`src/rtl/rx_sbinit.sv`:
```
`default_nettype none
// ============================================================================
// Module   : rx_sbinit
// Brief    : Responder half of the SBINIT link-training step. Waits for the
//            partner's Out_of_Reset, then its done_req, answers with
//            done_resp over the shared sideband, and reports completion or
//            timeout to the LTSM.
// Revision : 1.0 - initial release
// ============================================================================
module rx_sbinit #(
    parameter int SB_MSG_WIDTH   = 4,
    parameter int TIMEOUT_CYCLES = 8000000
) (
    input  logic                    i_clk,
    input  logic                    i_rst_n,
    input  logic                    i_SBINIT_en,
    input  logic                    i_rx_msg_valid,
    input  logic [SB_MSG_WIDTH-1:0] i_decoded_SB_msg,
    input  logic                    i_sb_busy,
    input  logic                    i_falling_edge_busy,
    input  logic                    i_tx_valid,
    output logic [SB_MSG_WIDTH-1:0] o_encoded_SB_msg_rx,
    output logic                    o_valid_rx,
    output logic                    o_SBINIT_end_rx,
    output logic                    o_timeout
);

    localparam int C_CNT_W = $clog2(TIMEOUT_CYCLES + 1);
    localparam logic [C_CNT_W-1:0] C_CNT_MAX  = C_CNT_W'(TIMEOUT_CYCLES);
    localparam logic [C_CNT_W-1:0] C_TMO_LAST = C_CNT_W'(TIMEOUT_CYCLES - 1);

    localparam logic [SB_MSG_WIDTH-1:0] C_MSG_NONE      = SB_MSG_WIDTH'(0);
    localparam logic [SB_MSG_WIDTH-1:0] C_MSG_DONE_REQ  = SB_MSG_WIDTH'(1);
    localparam logic [SB_MSG_WIDTH-1:0] C_MSG_DONE_RESP = SB_MSG_WIDTH'(2);
    localparam logic [SB_MSG_WIDTH-1:0] C_MSG_OOR       = SB_MSG_WIDTH'(3);

    typedef enum logic [2:0] {
        S_IDLE          = 3'd0,
        S_WAIT_OOR      = 3'd1,
        S_WAIT_DONE_REQ = 3'd2,
        S_WAIT_SB_FREE  = 3'd3,
        S_SEND_RESP     = 3'd4,
        S_SBINIT_END    = 3'd5,
        S_TIMEOUT       = 3'd6
    } state_t;

    state_t                    r_state;
    state_t                    w_next;
    logic [C_CNT_W-1:0]        r_cnt;
    logic                      w_tmo_hit;
    logic                      w_counting;
    logic [SB_MSG_WIDTH-1:0]   r_msg;
    logic                      r_valid;
    logic                      r_end;
    logic                      r_timeout;

    assign w_tmo_hit  = (r_cnt == C_TMO_LAST);
    assign w_counting = (r_state == S_WAIT_OOR)      ||
                        (r_state == S_WAIT_DONE_REQ) ||
                        (r_state == S_WAIT_SB_FREE)  ||
                        (r_state == S_SEND_RESP);

    // Next-state decode: the handshake step wins over the timeout, and a
    // dropped enable overrides everything.
    always_comb begin
        w_next = r_state;
        case (r_state)
            S_IDLE: begin
                if (i_SBINIT_en) w_next = S_WAIT_OOR;
            end
            S_WAIT_OOR: begin
                if (i_rx_msg_valid && (i_decoded_SB_msg == C_MSG_OOR))
                    w_next = S_WAIT_DONE_REQ;
                else if (w_tmo_hit)
                    w_next = S_TIMEOUT;
            end
            S_WAIT_DONE_REQ: begin
                if (i_rx_msg_valid && (i_decoded_SB_msg == C_MSG_DONE_REQ))
                    w_next = S_WAIT_SB_FREE;
                else if (w_tmo_hit)
                    w_next = S_TIMEOUT;
            end
            S_WAIT_SB_FREE: begin
                // The transmit controller keeps priority on the shared SB.
                if (!i_sb_busy && !i_tx_valid)
                    w_next = S_SEND_RESP;
                else if (w_tmo_hit)
                    w_next = S_TIMEOUT;
            end
            S_SEND_RESP: begin
                if (i_falling_edge_busy)
                    w_next = S_SBINIT_END;
                else if (w_tmo_hit)
                    w_next = S_TIMEOUT;
            end
            S_SBINIT_END: w_next = S_SBINIT_END;
            S_TIMEOUT:    w_next = S_TIMEOUT;
            default:      w_next = S_IDLE;
        endcase
        if (!i_SBINIT_en) w_next = S_IDLE;
    end

    // State register.
    always_ff @(posedge i_clk or negedge i_rst_n) begin
        if (!i_rst_n) r_state <= S_IDLE;
        else          r_state <= w_next;
    end

    // Saturating timeout counter: cleared on the way to IDLE, frozen once done.
    always_ff @(posedge i_clk or negedge i_rst_n) begin
        if (!i_rst_n)
            r_cnt <= '0;
        else if (w_next == S_IDLE)
            r_cnt <= '0;
        else if (w_counting && (r_cnt != C_CNT_MAX))
            r_cnt <= r_cnt + C_CNT_W'(1);
    end

    // Registered outputs decoded from the upcoming state, so each output
    // appears in the first cycle of the state that owns it.
    always_ff @(posedge i_clk or negedge i_rst_n) begin
        if (!i_rst_n) begin
            r_msg     <= C_MSG_NONE;
            r_valid   <= 1'b0;
            r_end     <= 1'b0;
            r_timeout <= 1'b0;
        end else begin
            r_valid   <= (w_next == S_SEND_RESP);
            r_end     <= (w_next == S_SBINIT_END);
            r_timeout <= (w_next == S_TIMEOUT);
            // Message code lingers after valid drops until IDLE clears it.
            if (w_next == S_IDLE)
                r_msg <= C_MSG_NONE;
            else if (w_next == S_SEND_RESP)
                r_msg <= C_MSG_DONE_RESP;
        end
    end

    assign o_encoded_SB_msg_rx = r_msg;
    assign o_valid_rx          = r_valid;
    assign o_SBINIT_end_rx     = r_end;
    assign o_timeout           = r_timeout;

endmodule
`default_nettype wire

```
`config.mk`:
```
export PLATFORM = sky130hd
export DESIGN_NAME = rx_sbinit
export DESIGN_NICKNAME = d
export VERILOG_FILES = /design/src/rtl/rx_sbinit.sv
export SDC_FILE = /design/constraint.sdc
export NUM_CORES = 1
export LEC_CHECK = 0
export ABC_AREA = 0
export BUFFER_PORTS_ARGS = -buffer_cell sky130_fd_sc_hd__buf_2
export CORE_MARGIN = 2
export CORE_UTILIZATION = 30
export CTS_CLUSTER_DIAMETER = 30
export DETAILED_ROUTE_END_ITERATION = 8
export SLEW_MARGIN = 20
export SYNTH_ARGS = -nofsm -noshare
export SYNTH_HDL_FRONTEND = slang
export SYNTH_SLANG_ARGS = --single-unit
```
`constraint.sdc`:
```
create_clock -name i_clk -period 5.25 [get_ports i_clk]
set_input_delay 1.05 -clock i_clk [delete_from_list [all_inputs] [get_ports i_clk]]
set_output_delay 1.05 -clock i_clk [all_outputs]
set_load 0.01 [all_outputs]
```
==> metrics.yaml <==
numCtsBuffers: 5
vias_per_cell: 4.77
grt_pass1_wl_um: 5460
routedWlPerCell_um: 11.7
ir_drop_uv: 103
final_hold_viol_count: 0
ctsResizeCount: 0
setup_violations: 0
synth.avg_cell_area_um2: 9.28
antenna_found_initial: 0
criticalPathCategory: "reg -> reg"
outcome: "finished clean"
finClkSkew_ns: 0.00730
rsz0062_at_grt: "no"
final_cell_mix: "33 x nor2_1, 30 x dfrtp_1, 14 x buf_2"
vias: 1284
hold_path_class: "reg -> reg"
tns_ns: 0
synth.distinct_cells: 40
max_clock_freq_ghz: 0.486
firstDrtPassIters: 4
clockBufferDepth: 2
h-tree-depth: 2
yosysWarnings: 0
globalRouteTotalUtil_pct: 11.3
place_congestion: 0.849
drc: 0
ios: 18
die_y_um: 78.6
initial_utilization_pct: 30.7
clk_pin_slew_ns: 0.07
cts_tree: "done"
crit_path_start_kind: "flip-flop"
critPathArrivalTime_ns: 2.20
drt_iter0_markers: 59
cts_hold_buffers: 0
dp_hpwl_um: 2200
grt_overflow: 0
power.share.switching_pct: 24.0
total_power_uw: 459
coreArea_um2: 5440
ys_ff_latch: 30
p_leak_nw: 0.780
die_w_um: 78.6
comb_power_share_pct: 6.6
clock_latency_ns: 0.28
grt_max_degree: 31
setup_ws_ns: 3.19
finalWirelength_um: 3160
power.switching_uw: 110
worst-path-max-fanout: 4
required_ns: 5.39
synth_cells: 180
finalCritPeriodShare_pct: 39.2
path_cells: "ha_1 -> nand4_1 -> nor4_1 -> and2_1 -> nand4_1 -> xor2_1 -> nor2_1"
mostFrequentLayoutCell: "nor2_1"
netlist_area_um2: 1670
cp_common_cell: "nand4_1"
min_period_ns: 2.06
slew_headroom_pct: 44.2
cp-end-kind: "flip-flop"
clock-sinks: 30
place_ws_ns: 2.94
portBuffers: 14
cts_root_buf: "clkbuf_8"
fillers: 563
dieArea_um2: 6180
cts_setup_buffers: 0
maxSlewViolCount: 0
diodes: 0
ys_seq_area_share_pct: 44.9
worst_pin_slew_ns: 0.835
internal-power_uw: 349
ant_nets: 0
power_density_nw_per_um2: 243
seqPwrFrac_pct: 51.6
grt_pass1_vias: 1175
p_clk_share_pct: 41.7
drv_cap: 0
cpMaxStageDelayCell: "nor4_1"
drive_above_1_share_pct: 15.7
syn_to_final_growth_pct: 13.0
nets: 209
critPathMaxStageDelay_ns: 0.55
num_rows: 27
==> power by group through the flow <==
stage	combinational, mW	clock (mW)	sequential, mW
floorplan	0.0230	0	0.240
global placement	0.0309	0	0.241
detailed placement	0.0311	0	0.241
CTS	0.0312	0.200	0.237
global route	0.0349	0.211	0.237
finish	0.0304	0.192	0.237
==> routing by layer <==
metal	wire [um]	vias up	track usage, %	part of all wire, %
li1	-	646	-	-
met1	1460	600	14.4	46
met2	1440	32	17.5	46
met3	204	6	4.14	6.5
met4	42	0	3.68	1.3
met5	0	-	0	0
==> metrics by stage <==
step / hold WS [ns] / instance area, um2 / std cells / util [%]
after detailed placement: 0.548 / 1790 / 261 / 32.9
final: 0.547 / 1890 / 269 / 34.7
after floorplan: 0.498 / 1680 / 182 / -
after global placement: 0.527 / 1790 / 261 / 32.9
after global routing: 0.587 / 1890 / 269 / 34.7
after CTS: 0.560 / 1890 / 269 / 34.7
==> cells by family after synthesis <==
kind of cell	share of synthesized area [%]
buf+inv	4.79
simple gates	29.0
xor+xnor	9.96
compound gates	8.99
other cells	0.225
fa+ha+maj	1.50
mux	0.599
flops	44.9
==> state kept, by name, summed over array words and instances, names as in the netlist <==
name                 count
o_SBINIT_end_rx          1
o_encoded_SB_msg_rx      1
o_timeout                1
o_valid_rx               1
r_cnt                   23
r_state                  3
==> worst max-delay path, delay by kind of cell (launching register included) <==
kind	cells	cell delay, ns
DFF	1	0.40
xor gates and xnor gates	1	0.14
adders and majority gates	1	0.20
and+or+nand+nor	5	1.18
==> final timing paths <==
check	startpoint	end	slack [ns]	cells after the start
setup / recovery	r_cnt[1]$_DFFE_PN0P_	r_cnt[22]$_DFFE_PN0P_	3.19	7
hold / removal	r_cnt[22]$_DFFE_PN0P_	r_cnt[22]$_DFFE_PN0P_	0.55	2
setup reg to reg	r_cnt[1]$_DFFE_PN0P_	r_cnt[22]$_DFFE_PN0P_	3.19	7
hold reg to reg	r_cnt[22]$_DFFE_PN0P_	r_cnt[22]$_DFFE_PN0P_	0.55	2
max in group asynchronous	i_rst_n	r_state[1]$_DFF_PN0_	4.03	1
min in group asynchronous	i_rst_n	r_cnt[0]$_DFFE_PN0P_	0.79	1
==> synth_stat cells (all sizes together) <==
library cell / instances / area share, %
a211oi: 1 / 0.45
a21o: 2 / 0.90
a21oi: 5 / 1.5
a22oi: 1 / 0.45
a31oi: 2 / 1.6
and2: 1 / 0.37
and3: 2 / 0.75
and4: 1 / 0.52
and4b: 2 / 1.2
and4bb: 1 / 0.75
buf: 5 / 2.3
clkbuf: 2 / 0.45
conb: 1 / 0.22
dfrtp: 30 / 45
ha: 2 / 1.5
inv: 9 / 2.0
mux2i: 1 / 0.60
nand2: 13 / 2.9
nand3: 11 / 3.6
nand4: 9 / 3.4
nor2: 33 / 7.4
nor2b: 2 / 0.75
nor3: 5 / 1.5
nor4: 5 / 3.5
nor4b: 1 / 0.52
o21a: 1 / 0.90
o21ai: 8 / 2.6
o31a: 1 / 0.52
or3: 3 / 1.1
or4: 1 / 0.67
xnor2: 8 / 4.2
xor2: 11 / 5.8
==> cell type report <==
class	instances	area, um2	area share (%)
Multi-Input combinational cell	136	847	44.9
Timing Repair Buffer	14	70.1	3.71
Inverter	9	33.8	1.79
Tap cell	72	90.1	4.77
Clock buffer	6	82.6	4.38
Clock inverter	2	12.5	0.663
Sequential cell	30	751	39.8
Power figures use the tool's default switching activity.
